**src/rtl/decode_pkg.sv**
```systemverilog
// Shared lane positions and the decoded-entry layout for the instruction decode stage.
package decode_pkg;

    localparam int OPC_LSB  = 24;
    localparam int DST_LSB  = 16;
    localparam int SRC1_LSB = 8;
    localparam int SRC2_LSB = 0;
    localparam int OFF_LSB  = 16;
    localparam int IMM_LSB  = 0;

    // Widest PC the entry can carry; narrower PCs are zero-padded into it.
    localparam int PC_MAX_W = 64;

    typedef struct packed {
        logic [7:0]          opcode;
        logic [7:0]          dst;
        logic [7:0]          src1;
        logic [7:0]          src2;
        logic [7:0]          imm;
        logic [7:0]          offset;
        logic [PC_MAX_W-1:0] pc;
    } decoded_t;

    function automatic logic [7:0] byte_lane(input logic [31:0] word, input int lsb);
        return word[lsb +: 8];
    endfunction

endpackage

```
**src/rtl/instr_field_extract.sv**
```systemverilog
// Combinational split of an instruction word into raw byte lanes plus the
// extended immediate and the word-scaled, sign-extended branch offset.
module instr_field_extract
    import decode_pkg::*;
#(
    parameter int DATA_W       = 8,
    parameter int PC_W         = 32,
    parameter int SIGN_EXT_IMM = 0
) (
    input  logic [31:0]       instr,
    input  logic [PC_W-1:0]   pc,
    output decoded_t          entry,
    output logic [DATA_W-1:0] imm_x,
    output logic [PC_W-1:0]   branch_offset
);

    logic imm_sign;

    assign imm_sign = (SIGN_EXT_IMM != 0) & instr[IMM_LSB + 7];

    always_comb begin
        entry              = '0;
        entry.opcode       = byte_lane(instr, OPC_LSB);
        entry.dst          = byte_lane(instr, DST_LSB);
        entry.src1         = byte_lane(instr, SRC1_LSB);
        entry.src2         = byte_lane(instr, SRC2_LSB);
        entry.imm          = byte_lane(instr, IMM_LSB);
        entry.offset       = byte_lane(instr, OFF_LSB);
        entry.pc[PC_W-1:0] = pc;
    end

    always_comb begin
        imm_x      = '0;
        imm_x[7:0] = byte_lane(instr, IMM_LSB);
        for (int i = 8; i < DATA_W; i++) begin
            imm_x[i] = imm_sign;
        end
    end

    // Offset counts instruction words; shift by two to get a byte offset.
    always_comb begin
        branch_offset      = '0;
        branch_offset[9:2] = byte_lane(instr, OFF_LSB);
        for (int i = 10; i < PC_W; i++) begin
            branch_offset[i] = instr[OFF_LSB + 7];
        end
    end

endmodule

```
**src/rtl/instruction_decode_stage.sv**
```systemverilog
// Registered decode stage: a 2-entry skid buffer of pre-decoded instructions
// between fetch and execute, with flush for taken branches. PC_W must be 10..64.
module instruction_decode_stage
    import decode_pkg::*;
#(
    parameter int REG_ADDR_W   = 3,
    parameter int DATA_W       = 8,
    parameter int PC_W         = 32,
    parameter int SIGN_EXT_IMM = 0
) (
    input  logic                  CLK,
    input  logic                  RESET,
    input  logic                  IN_VALID,
    output logic                  IN_READY,
    input  logic [31:0]           INSTRUCTION,
    input  logic [PC_W-1:0]       IN_PC,
    input  logic                  FLUSH,
    output logic                  OUT_VALID,
    input  logic                  OUT_READY,
    output logic [7:0]            OPCODE,
    output logic [REG_ADDR_W-1:0] WRITEREG,
    output logic [REG_ADDR_W-1:0] READREG1,
    output logic [REG_ADDR_W-1:0] READREG2,
    output logic [DATA_W-1:0]     IMMEDIATE_X,
    output logic [7:0]            OFFSET,
    output logic [PC_W-1:0]       BRANCH_OFFSET,
    output logic [PC_W-1:0]       OUT_PC,
    output logic [1:0]            OCCUPANCY
);

    // Handshake: a transfer happens on a rising edge where valid and ready are
    // both high; valid never waits on ready, and IN_READY depends only on
    // registered occupancy so there is no OUT_READY -> IN_READY path.

    decoded_t          dec_entry;
    logic [DATA_W-1:0] dec_imm_x;
    logic [PC_W-1:0]   dec_branch;

    decoded_t          entry_q    [2];
    decoded_t          entry_d    [2];
    logic [DATA_W-1:0] imm_x_q    [2];
    logic [DATA_W-1:0] imm_x_d    [2];
    logic [PC_W-1:0]   branch_q   [2];
    logic [PC_W-1:0]   branch_d   [2];

    logic       head_q, head_d;
    logic       tail_q, tail_d;
    logic [1:0] occ_q,  occ_d;

    logic     push;
    logic     pop;
    decoded_t head;
    logic     unused_head;

    instr_field_extract #(
        .DATA_W       (DATA_W),
        .PC_W         (PC_W),
        .SIGN_EXT_IMM (SIGN_EXT_IMM)
    ) u_extract (
        .instr         (INSTRUCTION),
        .pc            (IN_PC),
        .entry         (dec_entry),
        .imm_x         (dec_imm_x),
        .branch_offset (dec_branch)
    );

    assign IN_READY  = (occ_q != 2'd2);
    assign OUT_VALID = (occ_q != 2'd0);
    assign push      = IN_VALID & IN_READY;
    assign pop       = OUT_VALID & OUT_READY;

    always_comb begin
        entry_d  = entry_q;
        imm_x_d  = imm_x_q;
        branch_d = branch_q;
        head_d   = head_q;
        tail_d   = tail_q;
        occ_d    = occ_q;
        if (FLUSH) begin
            // Stored data is left in place; only the bookkeeping is cleared.
            head_d = 1'b0;
            tail_d = 1'b0;
            occ_d  = 2'd0;
        end else begin
            if (push) begin
                entry_d[tail_q]  = dec_entry;
                imm_x_d[tail_q]  = dec_imm_x;
                branch_d[tail_q] = dec_branch;
                tail_d           = ~tail_q;
            end
            if (pop) begin
                head_d = ~head_q;
            end
            occ_d = occ_q + {1'b0, push} - {1'b0, pop};
        end
    end

    always_ff @(posedge CLK or posedge RESET) begin
        if (RESET) begin
            entry_q[0]  <= '0;
            entry_q[1]  <= '0;
            imm_x_q[0]  <= '0;
            imm_x_q[1]  <= '0;
            branch_q[0] <= '0;
            branch_q[1] <= '0;
            head_q      <= 1'b0;
            tail_q      <= 1'b0;
            occ_q       <= 2'd0;
        end else begin
            entry_q  <= entry_d;
            imm_x_q  <= imm_x_d;
            branch_q <= branch_d;
            head_q   <= head_d;
            tail_q   <= tail_d;
            occ_q    <= occ_d;
        end
    end

    assign head = entry_q[head_q];

    assign OPCODE        = head.opcode;
    assign WRITEREG      = head.dst[REG_ADDR_W-1:0];
    assign READREG1      = head.src1[REG_ADDR_W-1:0];
    assign READREG2      = head.src2[REG_ADDR_W-1:0];
    assign OFFSET        = head.offset;
    assign OUT_PC        = head.pc[PC_W-1:0];
    assign IMMEDIATE_X   = imm_x_q[head_q];
    assign BRANCH_OFFSET = branch_q[head_q];
    assign OCCUPANCY     = occ_q;

    // Raw immediate, upper register-lane bits and spare PC bits are not presented.
    assign unused_head = ^{head.imm, head.dst, head.src1, head.src2, head.pc};

endmodule

```
**config.mk**
```make
export PLATFORM = sky130hd
export DESIGN_NAME = instruction_decode_stage
export DESIGN_NICKNAME = d
export VERILOG_FILES = /design/src/rtl/decode_pkg.sv /design/src/rtl/instr_field_extract.sv /design/src/rtl/instruction_decode_stage.sv
export SDC_FILE = /design/constraint.sdc
export NUM_CORES = 1
export LEC_CHECK = 0
export CORE_MARGIN = 2
export CORE_UTILIZATION = 30
export CTS_CLUSTER_DIAMETER = 30
export DETAILED_ROUTE_END_ITERATION = 7
export PLACE_DENSITY = 0.6
export SYNTH_ARGS = -nofsm -noshare
export SYNTH_HDL_FRONTEND = slang
export SYNTH_SLANG_ARGS = --single-unit
```
**constraint.sdc**
```tcl
create_clock -name CLK -period 7.65 [get_ports CLK]
set_clock_uncertainty 0.2 [all_clocks]
set_input_delay 1.1475 -clock CLK [delete_from_list [all_inputs] [get_ports CLK]]
set_output_delay 1.1475 -clock CLK [all_outputs]
set_load 0.1 [all_outputs]
```
## After elaboration in Yosys (flattened, before gate mapping)

Index checks and enable logic that the tools add are counted.

- Add/subtract/negate cells: 2
- Multiply operators: 0
- Div/mod/pow operators: 0
- Order comparisons: 3
- Equal/unequal tests: 1
- Shift operators: 0
- Mux-type cells: 23
- Bitwise logic cells: 7
- Reduce and logical (&&, ||, !) cells: 5

Operators by type and width:

| cell | count |
|---|---|
| 112-bit two-way mux | 4 |
| 224-bit bitwise mux | 1 |
| 32-bit two-way mux | 4 |
| 112-bit demux with 1-bit select | 1 |
| 64-bit bitwise mux | 1 |
| 32-bit demux with 1-bit select | 1 |
| 8-bit two-way mux | 4 |
| 16-bit bitwise mux | 1 |
| 8-bit demux with 1-bit select | 1 |
| 2-bit nonzero test | 3 |
| 2-bit >= comparator, second input constant | 2 |
| 1-bit two-way mux | 4 |
| 1-bit NOT with 2-bit output | 2 |
| 1-bit NOT | 3 |
| 2-bit by 1-bit adder with 2-bit output | 1 |
| 1-bit AND | 2 |
| 2-bit by 1-bit < comparator with 1-bit output, second input constant | 1 |
| 2-bit two-way mux | 1 |
| 2-bit inequality test, second input constant | 1 |
| 2-bit AND reduction | 1 |
| 2-bit by 1-bit subtractor with 2-bit output | 1 |
| 1-bit logical AND | 1 |

- Register bits after elaboration: 308
- Latch bits: 0
- Memory bits (writable): 0
- ROM bits: 0
- Input bits: 69
- Output and inout port bits: 101
- Logic and storage cells: 62
- Memories: 0

## Depth between registers and ports, before layout

Gate-level depths: netlist of run 1.

- Depth in word-level cells: 6
- Depth in mapped cells: 9
- Mapped depth without buffers: 9

## Hierarchy

A second synthesis of run 1 with hierarchy kept.

- Cells, all modules: 694
- Area total of the unflattened synthesis: 9700.6 sq um

Modules (own cells, without submodules):

| module | instances | cells each | area each (sq um) | sequential area each (sq um) |
|---|---|---|---|---|
| instruction_decode_stage | 1 | 541 | 8555.7 | 4954.8 |
| instr_field_extract | 1 | 153 | 1144.8 | 0.0 |

## Least setup slack after synthesis of run 1

Ideal clock, no wire load.

- Path type: reg2out
- Start: register head_q
- End: output BRANCH_OFFSET[10]
- Arrival: 2.023 ns
- Required time: 6.303 ns
- Path slack: 4.280 ns
- Stages on the path, launching flop included: 5
- Buffers on the path: 3
- Cells stage by stage: dfrtp_1 clkbuf_1 clkbuf_1 mux2_2 buf_4

- Longest elaborated chain between the ends: 4

Ends and longest elaborated chain:

| what | RTL line | text |
|---|---|---|
| start: declaration | instruction_decode_stage.sv:46 | `logic head_q, head_d;` |
| start signal: assignment | instruction_decode_stage.sv:106 | `head_q <= 1'b0;` |
| start signal: assignment | instruction_decode_stage.sv:113 | `head_q <= head_d;` |
| 1-bit NOT with 2-bit output (not written as such) | instruction_decode_stage.sv:128 | `assign BRANCH_OFFSET = branch_q[head_q];` |
| 32-bit two-way mux (not written as such) (3 in a row) | instruction_decode_stage.sv:128 |  |
| end: declaration | instruction_decode_stage.sv:26 | `output logic [PC_W-1:0] BRANCH_OFFSET,` |

No other way between the ends. The select of a mux whose other input is x is not followed.

## Worst setup path after layout of run 1

- Start: register head_q
- End: output OPCODE[2]

- Longest elaborated chain between the ends: 4

Ends and longest elaborated chain:

| what | RTL line | text |
|---|---|---|
| 1-bit NOT with 2-bit output (not written as such) | instruction_decode_stage.sv:119 | `assign head = entry_q[head_q];` |
| 112-bit two-way mux (not written as such) (3 in a row) | instruction_decode_stage.sv:119 |  |
| end: declaration | instruction_decode_stage.sv:20 | `output logic [7:0] OPCODE,` |

No other way between the ends. The select of a mux whose other input is x is not followed.

==> qor.yml, run 1 <==
avgSynthCellArea_um2: 14.76
min_from: "entry_q[218]$_DFFE_PP0P_"
synth_area_um2: 5595
slowest_delay_ns: 1.15
num_antenna_cells: 0
netlist_instances: 379
fillers: 1643
track_usage_pct: 12.76
ys_top_cells_by_area: "dfrtp_1 (55%), mux2_2 (34%), buf_4 (5.5%)"
detailed_place_hpwl_um: 7912
yosys.area.top_type: "dfrtp_1"
setup_tns_ns: 0
timing.slew.headroom_pct: 32.84
synth_edf_count: 0
r2r_start: "OCCUPANCY[1]$_DFF_PP0_"
crit_required_ns: 6.30
holdBufCountCts: 0
drive_gt1_share_pct: 39.66
rr_worst_depth: 4
drc: 0
crit_type: "reg2out"
drtPass1Iterations: 4
synth-seq-cells: 122
cts-buffers-inserted: 17
slowest_stage: "clkdlybuf4s50_1"
dieArea_um2: 19760
post_cts_resized: 0
setup_violations: 0
path_cells: "buf_4 -> mux2_2 -> clkdlybuf4s50_1"
min_to: "entry_q[218]$_DFFE_PP0P_"
async_flop_share_pct: 100.0
row_count: 49
hp-class: "reg2reg"
regToRegEndpoint: "imm_x_q[15]$_DFFE_PP0P_"
yosysWarnings: 0
hold_viol_final: 0
die_height_um: 140.6
clkSinkCount: 122
seq_area_frac_synth_pct: 54.56
grt-ovfl-total: 0
drv_cap: 0
grt_pass1_wl_um: 19600
via_count: 3372
worstHoldPathCells: 1
status: "finished clean"
antenna_found_initial: 0
cts_buffer_depth: 2
clock_latency_ns: 0.40
post-cts-setup-buffers: 0
fmax_mhz: 217.7
io_buffers: 162
crit_path_end_kind: "primary output"
startpoint_type: "register"
crit_arrival_ns: 3.25
min_period_ns: 4.593
via_per_inst: 4.490
path_clk_slew_ns: 0.05
ioPinCount: 170
core_area_um2: 18150
yosys.area.top_type_share_pct: 54.56
wl_per_cell_um: 16.12
r2r_setup_slack_ns: 4.87
finalMaxSlewViolations: 0
ant_nets: 0
period_share_pct: 60.04
grt_max_degree: 66
cts-htree-levels: 4
start_util_pct: 30.83
area_growth_pct: 39.13
worstMarginPinSlew_ns: 1.004
wirelength_um: 12110
drt_iter0_drc: 91
grt_pass1_vias: 3750
cts_root_buffer: "clkbuf_16"
fp.dieW_um: 140.6
synth_cell_types: 27
seqCellArea_um2: 3054
gp_congestion: 0.6857
multi_input_area_um2: 2146
worst-path-max-fanout: 35
synthTopCellsByCount: "mux2_2 (167), dfrtp_1 (122), buf_4 (41)"
synthMostInstantiatedCell: "mux2_2"
cts_tree: "done"
synth_ff_type: "dfrtp_1"
layout.nets: 580
rsz0062_at_grt: "false"
## final cells by class
class,count,share of cell area [%]
clock buffers,24,6.188
clock inverters,8,1.800
inverters,4,0.2250
multi-input cells,197,27.56
flip-flops and latches,122,39.23
well taps,229,3.680
repair buffers,167,21.31
## critical path: cells and delay by family (launching register included)
| kind | cells | cell delay [ns] |
|---|---|---|
| buffers and inverters | 2 | 1.73 |
| DFF | 1 | 0.81 |
| muxes | 1 | 0.26 |
## kinds of logic (layout without fill, tap and decap cells)
group,count (synthesis),after routing,synth area share [%]
flops,122,122,54.56
other cells,1,2,0.06702
buf+inv,61,203,7.156
xor+xnor,2,2,0.3131
compound gates,3,3,0.3129
fa+ha+maj,2,2,0.4472
simple gates,11,11,1.521
mux,177,177,35.62
## per-layer routing
metal | share of wire [%] | vias to the layer above | global-route usage, %
met5 | 0 | - | 0
met4 | 0.87 | 0 | 3.632
met3 | 5.7 | 8 | 4.721
met2 | 53 | 87 | 22.14
met1 | 41 | 1727 | 14.87
li1 | - | 1550 | -
## layout by cell type, fill, tap and decap left out, types with 2 or more instances in the layout
master	count
dfrtp_1	121
mux2_1	10
mux2_2	167
inv_2	2
nor2_1	2
buf_4	5
ha_1	2
clkbuf_1	4
clkinv_2	4
clkbuf_16	17
bufinv_16	4
conb_1	2
clkbuf_8	3
clkdlybuf4s50_1	162
## registers in the layout (all words and copies together), names as in the netlist
name	cells
OCCUPANCY	2
branch_q	6
entry_q	99
head_q	1
imm_x_q	13
tail_q	1
## metrics by stage
stage	instance area, um^2	worst slack (ns)	hold slack [ns]	util, %	std cells
floorplan	5599	3.060	0.2541	-	380
global placement	7163	3.445	0.2628	39.47	719
detailed placement	7163	3.434	0.2746	39.47	719
CTS	7785	2.977	0.2872	42.90	751
global route	7785	2.902	0.3075	42.90	751
finish	7785	3.057	0.2817	42.90	751
## worst max path at each step
stage | start | to | slack (ns) | depth (start not counted)
finish | head_q$_DFFE_PP0P_ | OPCODE[2] | 3.06 | 3
global route | head_q$_DFFE_PP0P_ | OPCODE[2] | 2.90 | 3
CTS | head_q$_DFFE_PP0P_ | OPCODE[2] | 2.98 | 3
detailed placement | head_q$_DFFE_PP0P_ | OPCODE[2] | 3.43 | 3
global placement | head_q$_DFFE_PP0P_ | OUT_PC[11] | 3.44 | 3
floorplan | RESET | OCCUPANCY[0]$_DFF_PP0_ | 3.06 | 1
Power of run 1 is left out: the tool's default activity adds up to more than one toggle a clock period on the data nets, which glitch-free logic cannot reach.
==> run 2: changes to the inputs <==
Settings changed: PLACE_DENSITY 0.6 to 0.62.
Clock period 7.65 ns to 4 ns, I/O delays scaled along.
==> run 2 against run 1 <==
Global-route usage shrank 0.33 points. Register-to-register slack worse by 2.9 ns. Worst hold slack worse by 0.0011 ns. Critical endpoint is now IN_READY. Count of clock-buffer cells in the layout shrank 3.
==> qor.yml, run 2 (same netlist as run 1, synthesis figures left out) <==
wl_per_cell_um: 15.73  # -2.4%
timing.slew.headroom_pct: 31.82  # -1.0 points
gp_congestion: 0.7303  # +6.5%
min_period_ns: 3.005
cts_buffer_depth: 2  # unchanged
r2r_start: "OCCUPANCY[1]$_DFF_PP0_"
worst-path-max-fanout: 6  # -83%
setup_tns_ns: 0  # unchanged
crit_path_end: "IN_READY"
post-cts-setup-buffers: 0  # unchanged
largest_reg_flops: 99  # unchanged
hp-class: "reg2reg"
io_buffers: 162  # unchanged
grt_pass1_vias: 3653  # -2.6%
clock_latency_ns: 0.40  # about the same
num_antenna_cells: 0  # unchanged
dieArea_um2: 19760  # unchanged
ant_nets: 0  # unchanged
ioPinCount: 170  # unchanged
fp.dieW_um: 140.6  # unchanged
drtPass1Iterations: 4  # unchanged
rsz0062_at_grt: "false"
status: "finished clean"
r2r_setup_slack_ns: 2.02  # -2.85 ns
period_share_pct: 75.12
holdBufCountCts: 0  # unchanged
regToRegEndpoint: "OCCUPANCY[1]$_DFF_PP0_"
fillers: 1696  # +3.2%
drive_gt1_share_pct: 58.51  # +19 points
worstMarginPinSlew_ns: 1.019  # +0.01516 ns
crit_path_end_kind: "primary output"
rr_worst_depth: 9  # +5
startpoint_type: "register"
layout_common_cells: "mux2_2 (167), dfrtp_1 (121), buf_4 (98), clkdlybuf4s50_1 (67), clkbuf_16 (17)"
crit_required_ns: 3.20  # -3.10 ns
largest-register: "entry_q"
antenna_found_initial: 0  # unchanged
track_usage_pct: 12.42  # -0.33 points
layout.nets: 581  # +0.17%
critPathLaunch: "OCCUPANCY[1]$_DFF_PP0_"
setup_ws_ns: 0.9952  # -2.062 ns
drt_iter0_drc: 84  # -7.7%
area_growth_pct: 35.15
final_common_cell: "mux2_2"
core_area_um2: 18150  # unchanged
crit_type: "reg2out"
setup_violations: 0  # unchanged
min_from: "entry_q[216]$_DFFE_PP0P_"
via_per_inst: 4.481  # -0.19%
hold_viol_final: 0  # unchanged
cts_root_buffer: "clkbuf_16"
cts_tree: "done"
drv_cap: 0  # unchanged
start_util_pct: 30.83  # unchanged
finalMaxSlewViolations: 0  # unchanged
fmax_mhz: 332.8
cts-buffers-inserted: 17  # unchanged
grt_max_degree: 65  # -1.5%
row_count: 49  # unchanged
path_clk_slew_ns: 0.06  # about the same
grt-ovfl-total: 0  # unchanged
top_regs: "entry_q x99, imm_x_q x13, branch_q x6"
grt_pass1_wl_um: 19340  # -1.3%
wirelength_um: 11830  # -2.3%
post_cts_resized: 0  # unchanged
dp_slack_ns: 1.247  # -2.187 ns
via_count: 3370  # -0.059%
die_height_um: 140.6  # unchanged
cts-htree-levels: 4  # unchanged
detailed_place_hpwl_um: 7889  # -0.30%
crit_arrival_ns: 2.20  # -1.05 ns
drc: 0  # unchanged
clkSinkCount: 122  # unchanged
-- run 2: cell types whose count changed in the layout (fill, tap and decap cells not counted) --
cell / change
buf_12: +3
buf_4: +93
bufinv_16: -2
clkbuf_1: -3
clkdlybuf4s50_1: -95
clkinv_4: +2
clkinvlp_4: +4
inv_4: -1
-- run 2: routing by layer --
| layer | GRT usage, % | share of wire [%] | vias up |
|---|---|---|---|
| met5 | 0 | 0 | - |
| met4 | 3.421 | 0.82 | 0 |
| met3 | 4.959 | 6.4 | 8 |
| met2 | 20.79 | 51 | 91 |
| met1 | 14.94 | 42 | 1716 |
| li1 | - | - | 1555 |
-- run 2: worst min-delay path by stage --
stage,to,slack (ns),cells after the start
finish,entry_q[216]$_DFFE_PP0P_,0.28,1
global route,entry_q[217]$_DFFE_PP0P_,0.30,1
CTS,entry_q[120]$_DFFE_PP0P_,0.28,1
detailed placement,entry_q[120]$_DFFE_PP0P_,0.27,1
global placement,entry_q[140]$_DFFE_PP0P_,0.26,1
floorplan,entry_q[120]$_DFFE_PP0P_,0.25,1
-- run 2: cell type report --
| class | count | area [um^2] | share of cell area (%) |
|---|---|---|---|
| clock inverters | 11 | 120.1 | 1.588 |
| well taps | 229 | 286.5 | 3.789 |
| flip-flops and latches | 122 | 3054 | 40.39 |
| repair buffers | 168 | 1466 | 19.39 |
| multi-input cells | 197 | 2146 | 28.38 |
| inverters | 4 | 18.77 | 0.2482 |
| clock buffers | 21 | 470.5 | 6.221 |
-- run 2: through the flow --
step                      hold slack (ns)  instance area (um^2)  util [%]  instances
after CTS                          0.2832                  7562     41.67        752
after floorplan                    0.2541                  5603         -        380
after global routing               0.3004                  7562     41.67        752
final                              0.2806                  7562     41.67        752
after detailed placement           0.2708                  6972     38.42        720
after global placement             0.2630                  6972     38.42        720
-- run 2: critical path: stages, from the launching register on --
cell and delay, ns:
dfrtp_1 0.42, nor2b_4 0.17, inv_2 0.07, clkdlybuf4s50_1 1.14
Power of run 2 is left out for the same reason.
